File: src/rtl/decode_stage.sv
// rtl/decode_stage.sv - registered RV32I/RV64I decode stage with valid/ready handshake
// Optional feature macro: DECODE_ILLEGAL_EN (registered illegal-encoding flag)
module decode_stage #(
  parameter int XLEN  = 32,
  parameter int CNT_W = 32
) (
  input  logic             clk,
  input  logic             rst,
  input  logic             flush,
  input  logic             in_valid,
  output logic             in_ready,
  input  logic [31:0]      in_instr,
  input  logic [XLEN-1:0]  in_pc,
  output logic             out_valid,
  input  logic             out_ready,
  output logic [6:0]       op,
  output logic [2:0]       fun,
  output logic [6:0]       fun7,
  output logic [4:0]       rs1,
  output logic [4:0]       rs2,
  output logic [4:0]       rd,
  output logic [XLEN-1:0]  imm,
  output logic [2:0]       fmt,
  output logic [XLEN-1:0]  out_pc,
  output logic [31:0]      out_instr,
  output logic             illegal,
  output logic [CNT_W-1:0] dec_count
);

  localparam logic [6:0] OP_LUI    = 7'b0110111;
  localparam logic [6:0] OP_AUIPC  = 7'b0010111;
  localparam logic [6:0] OP_JAL    = 7'b1101111;
  localparam logic [6:0] OP_JALR   = 7'b1100111;
  localparam logic [6:0] OP_LOAD   = 7'b0000011;
  localparam logic [6:0] OP_IMM    = 7'b0010011;
  localparam logic [6:0] OP_SYSTEM = 7'b1110011;
  localparam logic [6:0] OP_STORE  = 7'b0100011;
  localparam logic [6:0] OP_BRANCH = 7'b1100011;
  localparam logic [6:0] OP_REG    = 7'b0110011;
  localparam logic [6:0] OP_FENCE  = 7'b0001111;

  localparam logic [2:0] FMT_R    = 3'd0;
  localparam logic [2:0] FMT_I    = 3'd1;
  localparam logic [2:0] FMT_S    = 3'd2;
  localparam logic [2:0] FMT_B    = 3'd3;
  localparam logic [2:0] FMT_U    = 3'd4;
  localparam logic [2:0] FMT_J    = 3'd5;
  localparam logic [2:0] FMT_NONE = 3'd7;

  logic            accept;
  logic            handshake;
  logic [2:0]      fmt_d;
  logic [31:0]     imm32;
  logic [XLEN-1:0] imm_d;

  assign in_ready  = !out_valid || out_ready;
  assign accept    = in_valid && in_ready;
  assign handshake = out_valid && out_ready;

  // Immediates are assembled at 32 bits, then sign-extended from instr[31] to XLEN
  always_comb begin
    fmt_d = FMT_NONE;
    imm32 = '0;
    case (in_instr[6:0])
      OP_LUI, OP_AUIPC: begin
        fmt_d = FMT_U;
        imm32 = {in_instr[31:12], 12'b0};
      end
      OP_JAL: begin
        fmt_d = FMT_J;
        imm32 = {{11{in_instr[31]}}, in_instr[31], in_instr[19:12], in_instr[20],
                 in_instr[30:21], 1'b0};
      end
      OP_JALR, OP_LOAD, OP_IMM, OP_SYSTEM: begin
        fmt_d = FMT_I;
        imm32 = {{20{in_instr[31]}}, in_instr[31:20]};
      end
      OP_STORE: begin
        fmt_d = FMT_S;
        imm32 = {{20{in_instr[31]}}, in_instr[31:25], in_instr[11:7]};
      end
      OP_BRANCH: begin
        fmt_d = FMT_B;
        imm32 = {{19{in_instr[31]}}, in_instr[31], in_instr[7], in_instr[30:25],
                 in_instr[11:8], 1'b0};
      end
      OP_REG: fmt_d = FMT_R;
      default: ;
    endcase
  end

  assign imm_d = XLEN'($signed(imm32));

  // Flush wins over a same-cycle accept; a coincident output handshake still counts
  always_ff @(posedge clk or posedge rst) begin
    if (rst) begin
      out_valid <= 1'b0;
      op        <= '0;
      fun       <= '0;
      fun7      <= '0;
      rs1       <= '0;
      rs2       <= '0;
      rd        <= '0;
      imm       <= '0;
      fmt       <= FMT_NONE;
      out_pc    <= '0;
      out_instr <= '0;
      dec_count <= '0;
    end else begin
      if (handshake) dec_count <= dec_count + CNT_W'(1);
      if (flush) begin
        out_valid <= 1'b0;
      end else if (accept) begin
        out_valid <= 1'b1;
        op        <= in_instr[6:0];
        fun       <= in_instr[14:12];
        fun7      <= in_instr[31:25];
        rs1       <= in_instr[19:15];
        rs2       <= in_instr[24:20];
        rd        <= in_instr[11:7];
        imm       <= imm_d;
        fmt       <= fmt_d;
        out_pc    <= in_pc;
        out_instr <= in_instr;
      end else if (handshake) begin
        out_valid <= 1'b0;
      end
    end
  end

`ifdef DECODE_ILLEGAL_EN
  logic illegal_d;

  always_comb begin
    illegal_d = (in_instr[1:0] != 2'b11);
    case (in_instr[6:0])
      OP_LUI, OP_AUIPC, OP_JAL, OP_LOAD, OP_IMM, OP_SYSTEM,
      OP_STORE, OP_BRANCH, OP_REG, OP_FENCE: ;
      OP_JALR: if (in_instr[14:12] != 3'b000) illegal_d = 1'b1;
      default: illegal_d = 1'b1;
    endcase
  end

  always_ff @(posedge clk or posedge rst) begin
    if (rst) begin
      illegal <= 1'b0;
    end else if (!flush && accept) begin
      illegal <= illegal_d;
    end
  end
`else
  assign illegal = 1'b0;
`endif

endmodule
File: config.mk
export PLATFORM = sky130hd
export DESIGN_NAME = decode_stage
export DESIGN_NICKNAME = d
export VERILOG_FILES = /design/src/rtl/decode_stage.sv
export SDC_FILE = /design/constraint.sdc
export NUM_CORES = 1
export LEC_CHECK = 0
export CAP_MARGIN = 40
export CELL_PAD_IN_SITES_DETAIL_PLACEMENT = 1
export CELL_PAD_IN_SITES_GLOBAL_PLACEMENT = 1
export CORE_MARGIN = 10
export CORE_UTILIZATION = 29
export DETAILED_ROUTE_END_ITERATION = 10
export PLACE_DENSITY = 0.88
export SLEW_MARGIN = 20
export SYNTH_ARGS = -nofsm -noshare
export SYNTH_HDL_FRONTEND = slang
export SYNTH_SLANG_ARGS = --single-unit
File: constraint.sdc
create_clock -name clk -period 4.2 [get_ports clk]
set_clock_uncertainty 0.15 [all_clocks]
set_input_delay 0.84 -clock clk [delete_from_list [all_inputs] [get_ports clk]]
set_output_delay 0.84 -clock clk [all_outputs]
set_load 0.05 [all_outputs]
==> flow_summary.rst, run 1 <==
.. list-table::
   :header-rows: 1

   * - Metric
     - Value
   * - Count of standard-cell rows
     - 51
   * - Syn Area/Cell
     - 9.453 sq um
   * - Final setup slack of the worst path
     - 0.7199 ns
   * - Routed wire per std cell
     - 19.12 um
   * - Antenna violations before repair
     - 0
   * - Count of max-cap constraint violations
     - 0
   * - Number of warnings printed during yosys synthesis
     - 0
   * - Pin count of the biggest net entering global routing
     - 84
   * - Dominant register cell in the synthesized netlist
     - sky130_fd_sc_hd__dfrtp_1
   * - Crit start category
     - primary input
   * - HPWL after detailed placement
     - 16.15 mm
   * - Worst setup EP type
     - primary output
   * - Post-route fraction of the period consumed by the critical path
     - 82.86%
   * - Diode count
     - 0
   * - DR vias/cell
     - 4.605
   * - Layout net count
     - 892
   * - Hold-fix buffers at CTS
     - 0
   * - Number of I/O pins
     - 235
   * - Worst Tran Pin Value
     - 0.6656 ns
   * - Synthesized netlist cell count
     - 618
   * - Seq cells post-synth
     - 132
   * - Deepest level of the CTS H-tree
     - 4
   * - Wire length of the first global-routing pass
     - 33.49 mm
   * - RePlAce Congestion
     - 0.8147
   * - Portion of the post-synthesis area used by sequential elements
     - 56.61%
   * - Ratio of total power to cell area
     - 517.8 nW/um^2
   * - Distinct cell type count of the synthesized netlist
     - 49
   * - Highest clock rate
     - 287.3 MHz
   * - Grt total ovfl
     - 0
   * - Critical path start-end classification
     - primary input to primary output
   * - Post-route worst hold slack
     - 0.3148 ns
   * - Total power consumption of the routed design
     - 0.004595 W
   * - Post-synthesis instance area
     - 5842 sq um
   * - Die Width
     - 161.9 um
   * - Via count of the first global-routing pass
     - 5701
   * - Post-CTS Setup Inserts
     - 0
   * - CTS Buf Count
     - 17
   * - Residual DRC count
     - 0
   * - Hold violation count in the final report
     - 0
   * - Placed instance count
     - 1067
   * - Detailed-router iteration count before antenna repair
     - 6
   * - Finish-stage setup viols
     - 0
   * - Post-Syn Nets
     - 688
   * - Path class of the lowest-slack min-delay path
     - flop to flop
   * - Final wirelength
     - 21.03 mm
   * - Initial core utilization
     - 29.72%
   * - Cell with the largest stage delay on the worst path
     - sky130_fd_sc_hd__clkdlybuf4s50_1
   * - Clock Latency Late Sink
     - 0.41 ns
   * - Total of cells resized after clock tree synthesis
     - 0
   * - Library cell appearing most often on the critical path
     - sky130_fd_sc_hd__clkdlybuf4s50_1
   * - Chip Height
     - 161.9 um
   * - Accumulated negative setup slack
     - 0 ns
   * - Unrepaired setup endpoints after global routing
     - false
   * - Top library cells by usage in the layout, fill and taps aside
     - sky130_fd_sc_hd__clkdlybuf4s50_1, sky130_fd_sc_hd__nand2_1, sky130_fd_sc_hd__dfrtp_1
   * - Number of buffers on the longest clock path
     - 2
   * - Critical path data required time
     - 3.21 ns
   * - Critical Path AT
     - 2.49 ns
   * - Maximum net fanout on the critical path
     - 4
   * - Cell leakage power
     - 3.936 nW
   * - Post-placement worst setup slack
     - 0.7299 ns
   * - Residual antenna-violating net count after detailed routing
     - 0
   * - Maximum ir drop on the vdd rail
     - 0.2675 mV
   * - Cell-by-cell listing of the critical path
     - clkdlybuf4s50_1 -> nor2b_1 -> inv_1 -> clkdlybuf4s50_1
   * - Maximum single-stage delay on the critical path
     - 0.72 ns
   * - P&R area growth vs syn
     - 51.92%
   * - Clk sink count
     - 132
   * - Layout cell share with drive strength beyond 1
     - 8.024%
   * - Status
     - finished clean
   * - Via count
     - 5065
   * - TritonCTS clock tree
     - yes
   * - Number of flops mapped to enable cells by yosys
     - 0
   * - Final number of max-transition violations
     - 0
   * - Clock Tree Root
     - sky130_fd_sc_hd__clkbuf_16
   * - Global routing usage summed across all routing layers
     - 16.24%
   * - Most common library cell in the layout ignoring fill and taps
     - sky130_fd_sc_hd__clkdlybuf4s50_1
   * - Post-synth ARST share
     - 100.0%
   * - Core Region
     - 19650 sq um
   * - Register clock-pin slew on the reported worst setup and hold paths
     - 0.05 ns
   * - Crit path time final
     - 3.480 ns
   * - Headroom to the max-slew limit
     - 55.63%
   * - Fin cells
     - 1100
   * - DRC violation total after the first TritonRoute iteration
     - 282
   * - Number of input and output port buffers inserted
     - 233
   * - DIE AREA
     - 26220 sq um
==> final timing paths <==
check,start,to,slack [ns],depth (start not counted)
setup / recovery,out_ready,in_ready,0.72,4
hold / removal,dec_count[31],dec_count[31],0.31,1
setup reg to reg,out_valid,imm[1],1.94,7
max in group asynchronous,rst,fmt[0],2.46,3
hold reg to reg,dec_count[31],dec_count[31],0.31,1
min in group asynchronous,rst,out_pc[21],0.64,2
==> cells in the mapped netlist, types with 8 or more instances <==
cell type | number | area, sq um
sky130_fd_sc_hd__a21oi_1 | 14 | 70.07
sky130_fd_sc_hd__nor2_1 | 38 | 142.6
sky130_fd_sc_hd__a21oi_2 | 9 | 78.83
sky130_fd_sc_hd__xnor2_1 | 24 | 210.2
sky130_fd_sc_hd__buf_2 | 8 | 40.04
sky130_fd_sc_hd__dfrtp_1 | 129 | 3228
sky130_fd_sc_hd__xor2_1 | 8 | 70.07
sky130_fd_sc_hd__o21ai_0 | 10 | 50.05
sky130_fd_sc_hd__nand2_1 | 232 | 870.8
sky130_fd_sc_hd__nand4_1 | 9 | 56.30
sky130_fd_sc_hd__buf_4 | 33 | 247.7
sky130_fd_sc_hd__inv_1 | 9 | 33.78
sky130_fd_sc_hd__nand3_1 | 12 | 60.06
sky130_fd_sc_hd__clkbuf_1 | 11 | 41.29
==> report_power, final <==
group | internal (W) | leakage (nW) | switching, W
Sequential | 0.00142 | 1.67 | 0.000117
Clock | 0.00103 | 0.299 | 0.000566
Combinational | 0.000465 | 1.97 | 0.00100
Total | 0.00291 | 3.94 | 0.00168
==> kinds of logic after synthesis <==
logic type               Yosys count  synth area share, %
AO/OA/AOI/OAI                     60                7.582
XOR/XNOR                          32                4.798
adder cells (fa/ha/maj)            1               0.2141
buffers and inverters             69                7.004
flip-flops                       132                56.61
multiplexers                       1               0.1927
other                              1              0.06419
AND/OR/NAND/NOR                  322                23.54
==> area by class of cell <==
cell class,instances,area [sq um]
Timing Repair Buffer,245,2432
Fill cell,2262,10780
Clock inverter,12,177.7
Inverter,9,37.54
Tap cell,265,331.6
Sequential cell,132,3307
Clock buffer,20,456.7
Multi-Input combinational cell,417,2132
==> flip-flops by register name, summed over array words and instances (netlist names), 4 cells and up <==
name and count:
dec_count 32, imm 32, out_pc 32, fun7 7, op 6, out_instr 5
rd 4, rs1 4, rs2 4
==> metrics by stage <==
stage	area, sq um	utilization [%]
floorplan	5846	-
global placement	8235	41.90
detailed placement	8235	41.90
CTS	8870	45.13
global route	8875	45.16
finish	8875	45.16
==> per-layer routing <==
layer	part of all wire [%]	GRT usage [%]	vias up
li1	-	-	2370
met1	39	18.55	2503
met2	50	27.01	177
met3	9.4	6.800	15
met4	1.6	5.087	0
met5	0	0	-
==> critical path: cells and delay by family <==
kind	cells	cell delay, ns
buffers and inverters	3	1.31
and+or+nand+nor	1	0.33
(Power assumes the default switching activity.)
==> run 2: changes to the inputs <==
==> constraint.sdc (replaced) <==
create_clock -name clk -period 3.2 [get_ports clk]
set_clock_uncertainty 0.15 [all_clocks]
set_input_delay 0.64 -clock clk [delete_from_list [all_inputs] [get_ports clk]]
set_output_delay 0.64 -clock clk [all_outputs]
set_load 0.05 [all_outputs]
==> flow_summary.rst, run 2 (synthesis gave the netlist of run 1 again) <==
.. list-table::
   :header-rows: 1

   * - Metric
     - Value
   * - Worst setup EP type
     - flop
   * - Maximum net fanout on the critical path
     - 11 (+7)
   * - Top library cells by usage in the layout, fill and taps aside
     - sky130_fd_sc_hd__nand2_1, sky130_fd_sc_hd__clkdlybuf4s50_1, sky130_fd_sc_hd__dfrtp_1
   * - Grt total ovfl
     - 0 (unchanged)
   * - Final setup slack of the worst path
     - 0.5360 ns (-0.1839 ns)
   * - Worst R2R End
     - imm[15]
   * - Maximum ir drop on the vdd rail
     - 0.3747 mV (+40%)
   * - Ratio of total power to cell area
     - 684.1 nW/um^2 (+32%)
   * - Path class of the lowest-slack min-delay path
     - flop to flop
   * - Antenna violations before repair
     - 0 (unchanged)
   * - Number of stages on the worst setup path
     - 6 (+2)
   * - RePlAce Congestion
     - 0.8133 (-0.17%)
   * - Accumulated negative setup slack
     - 0 ns (unchanged)
   * - Clock Latency Late Sink
     - 0.42 ns (about the same)
   * - Cell leakage power
     - 3.977 nW (+1.0%)
   * - Finish-stage setup viols
     - 0 (unchanged)
   * - Count of standard-cell rows
     - 51 (unchanged)
   * - Post-route fraction of the period consumed by the critical path
     - 83.25%
   * - Via count of the first global-routing pass
     - 5647 (-0.95%)
   * - Clk sink count
     - 132 (unchanged)
   * - Core Region
     - 19650 sq um (unchanged)
   * - Residual DRC count
     - 0 (unchanged)
   * - Maximum single-stage delay on the critical path
     - 0.68 ns (-0.04 ns)
   * - Headroom to the max-slew limit
     - 48.69% (-6.9 points)
   * - Global routing usage summed across all routing layers
     - 15.83% (-0.40 points)
   * - Biggest regs
     - dec_count x32, imm x32, out_pc x32
   * - Count of max-cap constraint violations
     - 0 (unchanged)
   * - Crit start category
     - primary input
   * - Via count
     - 5093 (+0.55%)
   * - Final wirelength
     - 20.87 mm (-0.80%)
   * - CTS Buf Count
     - 17 (unchanged)
   * - Initial core utilization
     - 29.72% (unchanged)
   * - Worst Tran Pin Value
     - 0.7660 ns (+0.1004 ns)
   * - TritonCTS clock tree
     - yes
   * - Layout cell share with drive strength beyond 1
     - 8.254% (+0.23 points)
   * - Cell with the largest stage delay on the worst path
     - sky130_fd_sc_hd__clkdlybuf4s50_1
   * - Number of buffers and inverters on the critical path
     - 1 (-2)
   * - DIE AREA
     - 26220 sq um (unchanged)
   * - Pin count of the biggest net entering global routing
     - 63 (-25%)
   * - Layout net count
     - 893 (+0.11%)
   * - Register clock-pin slew on the reported worst setup and hold paths
     - 0.06 ns (about the same)
   * - Chip Height
     - 161.9 um (unchanged)
   * - Clock Tree Root
     - sky130_fd_sc_hd__clkbuf_16
   * - DRC violation total after the first TritonRoute iteration
     - 299 (+6.0%)
   * - Crit-path leading delay family
     - compound AO/OA/AOI/OAI gates
   * - FILL cells
     - 2255 (-0.31%)
   * - Post-CTS Setup Inserts
     - 0 (unchanged)
   * - Critical path data required time
     - 3.38 ns (+0.17 ns)
   * - R2r worst-path depth
     - 5 (-2)
   * - Crit path time final
     - 2.664 ns
   * - Hold violation count in the final report
     - 0 (unchanged)
   * - Final number of max-transition violations
     - 0 (unchanged)
   * - Deepest level of the CTS H-tree
     - 4 (unchanged)
   * - Number of input and output port buffers inserted
     - 233 (unchanged)
   * - Routed wire per std cell
     - 18.95 um (-0.89%)
   * - Hold-fix buffers at CTS
     - 0 (unchanged)
   * - Residual antenna-violating net count after detailed routing
     - 0 (unchanged)
   * - Status
     - finished clean
   * - Post-placement worst setup slack
     - 0.1369 ns (-0.5930 ns)
   * - Highest clock rate
     - 375.4 MHz
   * - Unrepaired setup endpoints after global routing
     - false
   * - Number of I/O pins
     - 235 (unchanged)
   * - Critical path start-end classification
     - primary input to flop
   * - Last element of the critical path
     - imm[20]
   * - Total of cells resized after clock tree synthesis
     - 0 (unchanged)
   * - Diode count
     - 0 (unchanged)
   * - HPWL after detailed placement
     - 15.84 mm (-1.9%)
   * - R2R Path Start
     - out_valid
   * - Die Width
     - 161.9 um (unchanged)
   * - Startpoint of the most critical setup path
     - in_instr[5]
   * - DR vias/cell
     - 4.626 (+0.46%)
   * - Detailed-router iteration count before antenna repair
     - 4 (-2)
   * - Cell-by-cell listing of the critical path
     - clkdlybuf4s50_1 -> nand3_1 -> a2111oi_4 -> a211oi_2 -> o21a_1 -> a21oi_1
   * - Wire length of the first global-routing pass
     - 32.58 mm (-2.7%)
   * - P&R area growth vs syn
     - 53.12%
   * - Number of buffers on the longest clock path
     - 2 (unchanged)
   * - R2r setup slk
     - 1.01 ns (-0.93 ns)
   * - Critical Path AT
     - 2.84 ns (+0.35 ns)
## run 2: changes by cell type in the layout (fill, tap and decap cells not counted)
cell,previous run,this run
sky130_fd_sc_hd__inv_6,1,0
sky130_fd_sc_hd__bufinv_16,4,5
sky130_fd_sc_hd__clkdlybuf4s50_1,233,232
sky130_fd_sc_hd__buf_12,1,4
sky130_fd_sc_hd__clkinv_4,1,4
sky130_fd_sc_hd__clkinvlp_4,5,2
sky130_fd_sc_hd__buf_2,1,0
## run 2: cell type report
class                           instances  area [sq um]  share of cell area [%]
Clock buffer                           20         456.7                   5.106
Clock inverter                         12         202.7                   2.266
Inverter                                9         37.54                  0.4196
Multi-Input combinational cell        417          2132                   23.84
Sequential cell                       132          3307                   36.97
Tap cell                              265         331.6                   3.707
Timing Repair Buffer                  246          2477                   27.70
## run 2: stage by stage
step	utilization (%)	cells	total power, W	hold slack, ns	instance area, sq um
finish	45.51	1101	0.006119	0.3195	8945
global route	45.51	1101	0.006396	0.3497	8945
CTS	45.51	1101	0.006196	0.3275	8945
detailed placement	42.16	1069	0.003996	0.3123	8285
global placement	42.16	1069	0.003953	0.3069	8285
floorplan	-	618	0.003289	0.4560	5846
## run 2: worst min-delay path by stage
stage,startpoint,slack [ns],depth (start not counted),to
3_3_place_gp,out_pc[4],0.31,2,out_pc[4]
2_1_floorplan,fmt[2],0.46,2,fmt[2]
6_report,out_pc[23],0.32,2,out_pc[23]
3_5_place_dp,out_pc[23],0.31,2,out_pc[23]
5_1_grt,out_pc[19],0.35,2,out_pc[19]
4_1_cts,out_pc[23],0.33,2,out_pc[23]
## run 2: per-layer routing
layer,track usage [%],vias up,part of all wire [%]
met3,6.547,20,8.6
met2,26.54,162,50
met4,4.963,0,1.3
met1,17.97,2539,40
met5,0,-,0
li1,-,2372,-
## run 2: power by group
group	internal (W)	total (W)	switching, W
sequential	0.00186	0.00202	0.000157
clock	0.00143	0.00217	0.000748
combinational	0.000615	0.00192	0.00131
total	0.00391	0.00612	0.00221
## run 2: worst min-delay path: cells and delay by family (launching register included)
family,cells,cell delay (ns)
flops,1,0.34
simple gates,2,0.10
